## src/rtl/shift_arbiter.sv

```systemverilog
// Two-requester round-robin front end for a shared multi-cycle shifter.
// Each request is preprocessed for 32/64-bit operation, issued once, and answered with a one-cycle response pulse.
module shift_arbiter #(
  parameter int data_width = 64  // only 64 is supported
) (
  input  logic                  clk,
  input  logic                  rst,

  input  logic                  req0_valid,
  output logic                  req0_ready,
  input  logic [1:0]            req0_op,
  input  logic                  req0_alu32,
  input  logic [data_width-1:0] req0_value,
  input  logic [data_width-1:0] req0_shift,

  input  logic                  req1_valid,
  output logic                  req1_ready,
  input  logic [1:0]            req1_op,
  input  logic                  req1_alu32,
  input  logic [data_width-1:0] req1_value,
  input  logic [data_width-1:0] req1_shift,

  output logic                  rsp0_valid,
  output logic [data_width-1:0] rsp0_data,
  output logic                  rsp1_valid,
  output logic [data_width-1:0] rsp1_data,

  output logic                  sh_stb,
  output logic                  sh_arith,
  output logic                  sh_left,
  output logic [data_width-1:0] sh_value,
  output logic [data_width-1:0] sh_shift,
  input  logic [data_width-1:0] sh_out,
  input  logic                  sh_ack
);

  localparam logic [2:0] FLUSH = 3'd0;
  localparam logic [2:0] IDLE  = 3'd1;
  localparam logic [2:0] ISSUE = 3'd2;
  localparam logic [2:0] WAIT  = 3'd3;
  localparam logic [2:0] RESP  = 3'd4;

  localparam logic [1:0] OP_RSH  = 2'b01;
  localparam logic [1:0] OP_ARSH = 2'b10;

  localparam logic [1:0] FLUSH_LAST = 2'd2;

  logic [2:0]            state_q,     state_d;
  logic [1:0]            flush_cnt_q, flush_cnt_d;
  logic                  last_q,      last_d;
  logic                  grant_q,     grant_d;
  logic                  alu32_q,     alu32_d;
  logic                  sh_left_q,   sh_left_d;
  logic                  sh_arith_q,  sh_arith_d;
  logic [data_width-1:0] sh_value_q,  sh_value_d;
  logic [data_width-1:0] sh_shift_q,  sh_shift_d;
  logic [data_width-1:0] rsp0_data_q, rsp0_data_d;
  logic [data_width-1:0] rsp1_data_q, rsp1_data_d;

  // Round-robin: on a tie the requester not served last wins.
  logic grant_sel;
  logic accept;
  assign grant_sel  = (req0_valid && req1_valid) ? ~last_q : req1_valid;
  assign accept     = (state_q == IDLE) && !rst && (req0_valid || req1_valid);
  assign req0_ready = accept && !grant_sel;
  assign req1_ready = accept &&  grant_sel;

  logic [1:0]            sel_op;
  logic                  sel_alu32;
  logic [data_width-1:0] sel_value;
  logic [data_width-1:0] sel_shift;
  assign sel_op    = grant_sel ? req1_op    : req0_op;
  assign sel_alu32 = grant_sel ? req1_alu32 : req0_alu32;
  assign sel_value = grant_sel ? req1_value : req0_value;
  assign sel_shift = grant_sel ? req1_shift : req0_shift;

  // Shift amounts are masked to the operation width; upper bits are don't-care.
  logic unused_shift_hi;
  assign unused_shift_hi = ^sel_shift[data_width-1:6];

  logic                  pre_left;
  logic                  pre_arith;
  logic [data_width-1:0] pre_value;
  logic [data_width-1:0] pre_shift;

  always_comb begin
    pre_arith = (sel_op == OP_ARSH);
    pre_left  = (sel_op != OP_RSH) && (sel_op != OP_ARSH);
    if (sel_alu32) begin
      pre_shift = {{(data_width-5){1'b0}}, sel_shift[4:0]};
      if (pre_arith) pre_value = {{(data_width-32){sel_value[31]}}, sel_value[31:0]};
      else           pre_value = {{(data_width-32){1'b0}}, sel_value[31:0]};
    end else begin
      pre_shift = {{(data_width-6){1'b0}}, sel_shift[5:0]};
      pre_value = sel_value;
    end
  end

  logic [data_width-1:0] result;
  assign result = alu32_q ? {{(data_width-32){1'b0}}, sh_out[31:0]} : sh_out;

  always_comb begin
    // NOTE: every next-state signal starts at its held value so no path leaves one unassigned (no latches).
    state_d     = state_q;
    flush_cnt_d = flush_cnt_q;
    last_d      = last_q;
    grant_d     = grant_q;
    alu32_d     = alu32_q;
    sh_left_d   = sh_left_q;
    sh_arith_d  = sh_arith_q;
    sh_value_d  = sh_value_q;
    sh_shift_d  = sh_shift_q;
    rsp0_data_d = rsp0_data_q;
    rsp1_data_d = rsp1_data_q;

    case (state_q)
      FLUSH: begin
        if (flush_cnt_q == FLUSH_LAST) begin
          flush_cnt_d = 2'd0;
          state_d     = IDLE;
        end else begin
          flush_cnt_d = flush_cnt_q + 2'd1;
        end
      end
      IDLE: begin
        if (accept) begin
          grant_d    = grant_sel;
          alu32_d    = sel_alu32;
          sh_left_d  = pre_left;
          sh_arith_d = pre_arith;
          sh_value_d = pre_value;
          sh_shift_d = pre_shift;
          state_d    = ISSUE;
        end
      end
      ISSUE: state_d = WAIT;
      WAIT: begin
        // The acknowledge is only meaningful here; stale ones elsewhere fall through.
        if (sh_ack) begin
          if (grant_q) rsp1_data_d = result;
          else         rsp0_data_d = result;
          state_d = RESP;
        end
      end
      RESP: begin
        last_d  = grant_q;
        state_d = IDLE;
      end
      default: begin
        flush_cnt_d = 2'd0;
        state_d     = FLUSH;
      end
    endcase
  end

  always_ff @(posedge clk) begin
    // NOTE: sequential state uses non-blocking assignment so every register samples pre-edge values.
    if (rst) begin
      // NOTE: datapath registers are reset too, because their reset value is observable on the ports.
      state_q     <= FLUSH;
      flush_cnt_q <= 2'd0;
      last_q      <= 1'b1;
      grant_q     <= 1'b0;
      alu32_q     <= 1'b0;
      sh_left_q   <= 1'b0;
      sh_arith_q  <= 1'b0;
      sh_value_q  <= '0;
      sh_shift_q  <= '0;
      rsp0_data_q <= '0;
      rsp1_data_q <= '0;
    end else begin
      state_q     <= state_d;
      flush_cnt_q <= flush_cnt_d;
      last_q      <= last_d;
      grant_q     <= grant_d;
      alu32_q     <= alu32_d;
      sh_left_q   <= sh_left_d;
      sh_arith_q  <= sh_arith_d;
      sh_value_q  <= sh_value_d;
      sh_shift_q  <= sh_shift_d;
      rsp0_data_q <= rsp0_data_d;
      rsp1_data_q <= rsp1_data_d;
    end
  end

  assign sh_stb     = (state_q == ISSUE) && !rst;
  assign rsp0_valid = (state_q == RESP) && !grant_q && !rst;
  assign rsp1_valid = (state_q == RESP) &&  grant_q && !rst;
  assign sh_left    = sh_left_q;
  assign sh_arith   = sh_arith_q;
  assign sh_value   = sh_value_q;
  assign sh_shift   = sh_shift_q;
  assign rsp0_data  = rsp0_data_q;
  assign rsp1_data  = rsp1_data_q;

endmodule

```

## config.mk

```make
export PLATFORM = sky130hd
export DESIGN_NAME = shift_arbiter
export DESIGN_NICKNAME = d
export VERILOG_FILES = /design/src/rtl/shift_arbiter.sv
export SDC_FILE = /design/constraint.sdc
export NUM_CORES = 1
export LEC_CHECK = 0
export ABC_AREA = 1
export CAP_MARGIN = 20
export CORE_AREA = 2 2 230 232
export CTS_CLUSTER_SIZE = 24
export DETAILED_ROUTE_END_ITERATION = 7
export DIE_AREA = 0 0 232 234
export GPL_ROUTABILITY_DRIVEN = 0
export HOLD_SLACK_MARGIN = 0.03
export PLACE_DENSITY = 0.57
export SLEW_MARGIN = 15
export SYNTH_ARGS = -nofsm -noshare
export SYNTH_HDL_FRONTEND = slang
export SYNTH_SLANG_ARGS = --single-unit
```

## constraint.sdc

```tcl
create_clock -name clk -period 2.5 [get_ports clk]
set_input_delay 0.375 -clock clk [delete_from_list [all_inputs] [get_ports clk]]
set_output_delay 0.375 -clock clk [all_outputs]
set_load 0.05 [all_outputs]
```

* After elaboration in Yosys (flattened, before gate mapping)
Index checks and enable logic that the tools add are counted.
Word-level totals: bits in registers 266, bits of input ports 331, word-level logic and storage cells 61, output and inout bits 263
Cells by class: mux-type cells 15, add/subtract/negate cells 1, equality and inequality tests 11, reduce and logical (&&, ||, !) cells 21, bitwise logic cells 2
Operators by type and width (number):
- $mux W64 | 4
- $pmux W3 S5 | 1
- $mux W6 | 2
- $logic_and A1 B1 Y1 | 11
- $mux W3 | 3
- $reduce_and A3 Y1 | 3
- $ne A2 B2 Y1 const B | 4
- $eq A3 B2 Y1 const B | 2
- $eq A2 B2 Y1 const B | 2
- $mux W2 | 2
- $pmux W2 S2 | 1
- $reduce_or A4 Y1 | 1
- $eq A3 B1 Y1 const B | 1
- $eq A3 B3 Y1 const B | 1
- $logic_not A1 Y1 | 3
- $logic_not A3 Y1 | 1
- $add A2 B1 Y2 const B | 1
- $mux W1 | 2
- $ne A2 B1 Y1 const B | 1
- $not A1 Y1 | 2
- $reduce_and A2 Y1 | 1
- $logic_or A1 B1 Y1 | 1

* Longest topological paths before layout
Gate-level depths: netlist (run 1).
depth after elaboration 6, depth in mapped cells 15, gate-level depth less buffers 12

* Worst setup path before layout (run 1)
No wires, ideal clock.
path kind input port to output port, start input rst, end output sh_stb, data required time 2.125 ns, arrival 2.012 ns, slack 0.113 ns, stages 2, path through clkbuf_1 -> nor4_1
Between the ends: longest elaborated chain between the ends 2
Ends and longest elaborated chain:
- start, declared | line 7 | input logic rst,
- $logic_not A1 Y1 | line 186 | assign sh_stb = (state_q == ISSUE) && !rst;
- $logic_and A1 B1 Y1 | line 186
- end, declared | line 28 | output logic sh_stb,
No other way between the ends.

* Worst setup path in the final report (run 1)
start register state_q[2], end output req0_ready
Between the ends: longest elaborated chain between the ends 4
Ends and longest elaborated chain:
- start, declared | line 48 | logic [2:0] state_q, state_d;
- start signal, assigned | line 172 | state_q <= state_d;
- $eq A3 B1 Y1 | line 64 | assign accept = (state_q == IDLE) && !rst && (req0_valid || req1_valid);
- $logic_and A1 B1 Y1 (2 in series) | line 64
- $logic_and A1 B1 Y1 | line 65 | assign req0_ready = accept && !grant_sel;
- end, declared | line 10 | output logic req0_ready,
No other way between the ends.

==> results.md, run 1 <==
- Global-route wire length before repair: about 54000 um
- Total congestion overflow: 0
- Mapped Area: 9340 um2
- Hold WS: 166 ps
- Core area: 52000 um2
- Startpoint Class: flip-flop
- Final Cycle Share: 0.898
- Initial Util: 0.179
- Critical setup path kind: flip-flop to primary output
- Wire length per cell: 14.8 um
- Clk Latency, worst-skew pair: 540 ps
- Initial antenna violation count: 1
- Hold path depth: 2
- Vias per cell: 3.99
- Port Buffers: 419
- Max-slew violation count: 0
- Die X: 232 um
- Layout area overhead: 59.8%
- Yosys reg bits: approximately 210
- Worst Skew: 16.1 ps
- Fmax: about 0.45 GHz
- Fin crit period: 2240 ps
- Commonest cells after routing, fill and taps aside: 413 x clkdlybuf4s50_1, 338 x nand2_1, 302 x nor2_1
- Initial DRC Count: 360
- Commonest non-fill, non-tap cell in the layout: clkdlybuf4s50_1
- Worst min-delay path startpoint: rst
- Layout Nets: 2099
- Max-cap violations: 0
- Die ar.: 54300 um2
- Post CTS Setup Buffer Count: 0
- Drt pass-1 iters: 4
- Worst-case clock buffer depth: 3
- Largest net degree at the start of global routing: 80
- CTS resizes: 0
- Clock sink count: between 200 and 250
- Power Density: 649 nW/um2
- H-tree depth: 1
- Final Hold Viols: 0
- Worst R2R Setup Slack: 550 ps
- Vias post-DR: 9860
- Synth cell types: 28
- CTS Buf Count: 26
- CTS clk-pin slew, worst paths: about 50 ps
- RSZ-0062 raised after global routing: no
- Leak Pwr: 6.64 nW
- VDD IR max: 0.000426 V
- YS warnings: 0
- Cells on worst reg2reg path: 7
- CTS Root Cell: clkbuf_16
- Worst r2r dst: rsp1_data[33]
- Wirelength, routed: 36600 um
- Slack of the critical path: 256 ps
- Hold Path End: flush_cnt_q[0]
- Outcome: complete, no violations
- Pre-CTS WS: -6.18 ps
- Hold crit path type: input port to flip-flop
- ANT cells: 0
- Tot GR Track Use: 0.127
- CP max FO: 6
- Worst Tran Pin Value: 815 ps
- Syn_area_per_cell: 6.77 um2
- # hold bufs at CTS: 0
- TritonCTS clock tree: done
- Post-route ant nets: 0
- Worst path required time: 2120 ps
- Final setup viols: 0
- Fillers: 5634
- Residual DRC count: 0
- Max transition margin: 0.457
- Standard-cell rows: 84
- Synthesized instance count: 1380
- CP Capture Type: primary output
- RR Startpoint: state_q[0]
- Share of cells above drive strength 1: 0.0521
- Vias in the first global route: a little over 9000
- Critical path data arrival time: 1870 ps
- Sequential area share after synthesis: 0.446
- Io pins: 594
- DIE HEIGHT: 234 um
- Detail Placement HPWL: 26400 um
## worst max path at each step
stage	depth (start not counted)	endpoint	from
2_1_floorplan	2	sh_stb	rst
3_3_place_gp	12	sh_value[36]	req0_valid
3_5_place_dp	12	sh_value[61]	req0_valid
4_1_cts	6	req0_ready	last_q
5_1_grt	6	req0_ready	state_q[2]
6_report	6	req0_ready	state_q[2]
## sequential cells by signal, indices dropped and copies added, names as in the netlist
name	flops
sh_arith	1
sh_left	1
rsp1_data	64
rsp0_data	64
flush_cnt_q	2
grant_q	1
last_q	1
state_q	3
alu32_q	1
sh_shift	6
sh_value	64
## worst max-delay path, stage by stage (launching register included)
cell and delay (ps):
dfxtp_1 370, inv_2 110, nand2_1 60, nor2_1 220, nand3_4 120, nor2_1 240
buf_12 190
## per-stage QoR
step | TNS, ps | total power [mW] | utilization | instances | cell area (um2)
global route | 0 | 10.2 | 0.287 | 2474 | 14900
floorplan | 0 | 5.12 | - | 1437 | 9550
detailed placement | -13.1 | 6.03 | 0.270 | 2427 | 14100
CTS | 0 | 9.89 | 0.287 | 2474 | 14900
global placement | 0 | 6.02 | 0.270 | 2427 | 14100
finish | 0 | 9.69 | 0.287 | 2474 | 14900
## area by class of cell
class	instances	area [um2]	area share
well taps	688	861	0.0577
inverters	85	324	0.0217
multi-input cells	994	4170	0.279
repair buffers	452	4550	0.305
clock buffers	40	795	0.0532
clock inverters	7	63.8	0.00428
flip-flops and latches	208	4160	0.279
## synthesized netlist by cell type
library cell	instances	area (um2)
ha_1	1	12.5
inv_4	1	6.26
buf_4	75	563
nor2_4	1	11.3
o21ai_0	110	551
a211oi_1	3	22.5
nor4_1	1	6.26
buf_1	4	15.0
buf_6	6	67.6
inv_1	81	304
nand4_1	2	12.5
o21ai_1	22	110
conb_1	1	3.75
nand3b_1	1	7.51
clkbuf_1	41	154
nor2_2	3	18.8
nand2_2	2	12.5
nor2_1	302	1130
nand3_2	1	10.0
nand3_1	104	521
buf_2	24	120
nand2_1	339	1270
inv_2	3	11.3
a31oi_1	1	6.26
dfxtp_1	208	4160
nor3_1	2	10.0
mux2i_1	1	10.0
a21oi_1	40	200
## cells by family (layout without fill, tap and decap cells)
family	after synthesis	after routing	synth area share
flops	208	208	0.446
fa+ha+maj	1	1	0.00134
simple gates	758	758	0.323
compound gates	176	176	0.0953
mux	1	1	0.00107
buf+inv	235	584	0.133
other cells	1	58	0.000402
## where the power goes
group	switching [mW]	internal, mW
clock network	1.48	2.27
logic	1.48	0.835
registers	0.124	3.50
## routing by layer
metal / vias up / global-route usage / share of wire
met5: - / 0 / 0.00035
met4: 2 / 0.0425 / 0.027
met3: 60 / 0.0472 / 0.095
met2: 354 / 0.218 / 0.47
met1: 4477 / 0.144 / 0.41
li1: 4967 / - / -
(Power assumes the default switching activity.)
==> inputs of run 2 (changes only) <==
SLEW_MARGIN = 20   (was 15)
==> results of run 2 <==
Final layout, timing and power as in run 1 (identical DEF).
==> inputs of run 3 (changes only) <==
ABC_AREA = default   (was 1)
CELL_PAD_IN_SITES_DETAIL_PLACEMENT = 1   (was default)
CELL_PAD_IN_SITES_GLOBAL_PLACEMENT = 2   (was default)
CORE_AREA = default   (was 2 2 230 232)
CORE_ASPECT_RATIO = 0.8   (was default)
CORE_MARGIN = 2   (was default)
CORE_UTILIZATION = 18   (was default)
DIE_AREA = default   (was 0 0 232 234)
PLACE_DENSITY = 0.91   (was 0.57)
==> run 3 against run 2 <==
Area after synthesis shrank 5.2%. Global-route usage is 2.1 points higher. Register-to-register slack worse by 120 ps. Worst hold slack better by 89 ps. Via count decreased by 5.2%. Largest cell class unchanged. Design area is 2.7% lower. Largest power group unchanged. Non-clock buffer count shrank 2. Routed wire length rose by 7.6%. First-iteration DRC count increased by 13%.
==> results.md, run 3 <==
- Mapped Area: 8850 um2
- Synth Area in Compound Gates: 0.181
- Commonest non-fill, non-tap cell in the layout: clkdlybuf4s50_1
- Max-slew violation count: 0
- Sequential area share after synthesis: 0.471
- YS warnings: 0
- Initial antenna violation count: 0
- Yosys reg bits: 208
- Die ar.: 51000 um2
- Core area: 48500 um2
- Largest net degree at the start of global routing: just under 100
- Tot GR Track Use: 0.148
- Fin crit period: between 2000 and 2500 ps
- Startpoint Class: flip-flop
- Worst-case clock buffer depth: 3
- ANT cells: 0
- CTS Buf Count: 26
- Worst min-delay path startpoint: rst
- Worst R2R Setup Slack: 430 ps
- Wirelength, routed: 39400 um
- CP delay by family, top: simple AND/OR/NAND/NOR gates
- Die X: 252 um
- Io pins: 594
- Crit path cell chain: o21ai_2 > or3_1 > nor3_2 > buf_12
- Worst r2r dst: rsp1_data[13]
- CP Capture Type: primary output
- Vias in the first global route: 9833
- Worst Tran Pin Value: 744 ps
- Outcome: complete, no violations
- Power Density: between 600 and 700 nW/um2
- Wire length per cell: 18.3 um
- Critical Path Slowest Stage Cell: dfxtp_2
- Residual DRC count: 0
- Layout area overhead: 64.1%
- Final Cycle Share: 0.920
- Top cells by area, synth: dfxtp_1 47%, nand2_1 15%, a21oi_1 7.5%
- Slack of the critical path: 201 ps
- Syn_area_per_cell: 7.86 um2
- Final setup viols: 0
- Initial DRC Count: 405
- Clk Latency, worst-skew pair: 550 ps
- Number of enable flip-flop cells after synthesis: 0
- Standard-cell rows: 72
- Post-route ant nets: 0
- Max-cap violations: 0
- CP max FO: 8
- Final Hold Viols: 0
- Final Power: about 9.6 mW
- Largest family of logic cells by synthesized area: simple AND/OR/NAND/NOR gates
- CP max stage delay: roughly 430 ps
- Cells on worst reg2reg path: 5
- Area leader, netlist: dfxtp_1
- Multiplexer share of the synthesized area: 0.00113
- Hold crit path type: input port to flip-flop
- RSZ-0062 raised after global routing: no
- VDD IR max: about 0.0005 V
- Critical setup path kind: flip-flop to primary output
- Clock sink count: 208
- Main flop type after synthesis: dfxtp_1
- Initial Util: 0.183
- Synth cell types: 35
- Synth top area share: 0.471
- Commonest cells after routing, fill and taps aside: 412 x clkdlybuf4s50_1, 345 x nand2_1, 207 x dfxtp_1
- Leak Pwr: 4.92 nW
- DIE HEIGHT: 202 um
- Async S/R FF share, synth: 0
- Detail Placement HPWL: about 28000 um
- TritonCTS clock tree: done
- Drt pass-1 iters: 4
- Worst Skew: 7.04 ps
- Simple-Gate Fraction of Synth Area: 0.245
- Total negative slack: 0 ps
- CTS clk-pin slew, worst paths: about 60 ps
- Synthesized instance count: 1126
- Most frequent cell after synthesis: nand2_1
- Layout Nets: ~1800
- Synth Area in Adders: 0.00141
- Max transition margin: 0.502
- Total congestion overflow: 0
- Commonest cells post-synth: 345 x nand2_1, 208 x dfxtp_1, 132 x a21oi_1, 76 x nor2_1, 71 x a311oi_1
- Fillers: between 5000 and 6000
- Pre-CTS WS: between 80 and 90 ps
- Share of cells above drive strength 1: 0.0650
- Critical path data arrival time: around 1900 ps
- Fraction of synthesized cell area in xor and xnor cells: 0.000990
- Vias per cell: 4.34
- H-tree depth: 1
- Worst path required time: about 2100 ps
- Post CTS Setup Buffer Count: 0
- CTS Root Cell: clkbuf_16
- Vias post-DR: 9350
- # hold bufs at CTS: 0
- Hold WS: ~250 ps
- Hold path depth: 2
- RR Startpoint: state_q[1]
- Global-route wire length before repair: 58700 um
- Hold Path End: sh_value[7]
- CP bufs+invs: 1
- Fmax: between 0.4 and 0.5 GHz
- Port Buffers: 419
run 3: cell types whose count changed in the layout (fill, tap and decap cells not counted), sizes merged, moves of 35 or more:
cell	delta
nor2	-230
o21ai	-131
nand3	-102
a21oi	+92
inv	-82
a311oi	+71
nor3b	+35
run 3: timing repair:
action                     4_1_cts  5_1_grt
setup endpoints to repair        3        1
gates resized for setup          3        1
hold endpoints to repair         0        0
run 3: cell type report:
type                       count  area (um2)  share of cell area
clock buffer                  34         752              0.0518
tap                          629         787              0.0542
inverter                       3        11.3            0.000775
sequential                   208        4170               0.287
multi-input combinational    815        4090               0.281
clock inverter                14         135             0.00930
timing repair buffer         450        4590               0.316
run 3: how the worst max path moves through the flow:
| stage | startpoint | end | slack [ps] | depth (start not counted) |
|---|---|---|---|---|
| 3_3_place_gp | req1_valid | sh_value[57] | 120 | 6 |
| 3_5_place_dp | req0_valid | sh_value[57] | 90 | 6 |
| 5_1_grt | state_q[1] | rsp0_valid | 70 | 4 |
| 4_1_cts | state_q[0] | req0_ready | 20 | 4 |
| 6_report | state_q[0] | req0_ready | 200 | 4 |
| 2_1_floorplan | state_q[0] | req0_ready | 2 | 4 |
run 3: logic make-up after synthesis:
| logic type | Yosys count |
|---|---|
| AO/OA/AOI/OAI | 245 |
| AND/OR/NAND/NOR | 509 |
| flip-flops | 208 |
| other | 1 |
| multiplexers | 1 |
| buffers and inverters | 160 |
| XOR/XNOR | 1 |
| adder cells (fa/ha/maj) | 1 |
run 3: per-layer routing:
metal,routed length [um],GRT usage,up-vias
li1,-,-,4446
met1,17100,0.182,4553
met2,18000,0.246,296
met3,3170,0.0487,55
met4,1120,0.0408,0
met5,0,0,-
run 3: metrics by stage:
stage	cells	area (um2)	utilization
floorplan	1183	9070	-
finish	2153	14500	0.300
CTS	2153	14500	0.300
global placement	2105	13600	0.281
detailed placement	2105	13600	0.281
global route	2153	14500	0.300
run 3: report_power, final:
group | internal [mW] | switching, mW
clock | 2.32 | 1.59
sequential | 3.47 | 0.108
combinational | 0.798 | 1.34
run 3: worst register-to-register path: stages (launching register included):
cell     delay, ps
dfxtp_1        510
nand3_1        320
or3b_2         560
buf_12         190
nand2_1        290
a21oi_1         80
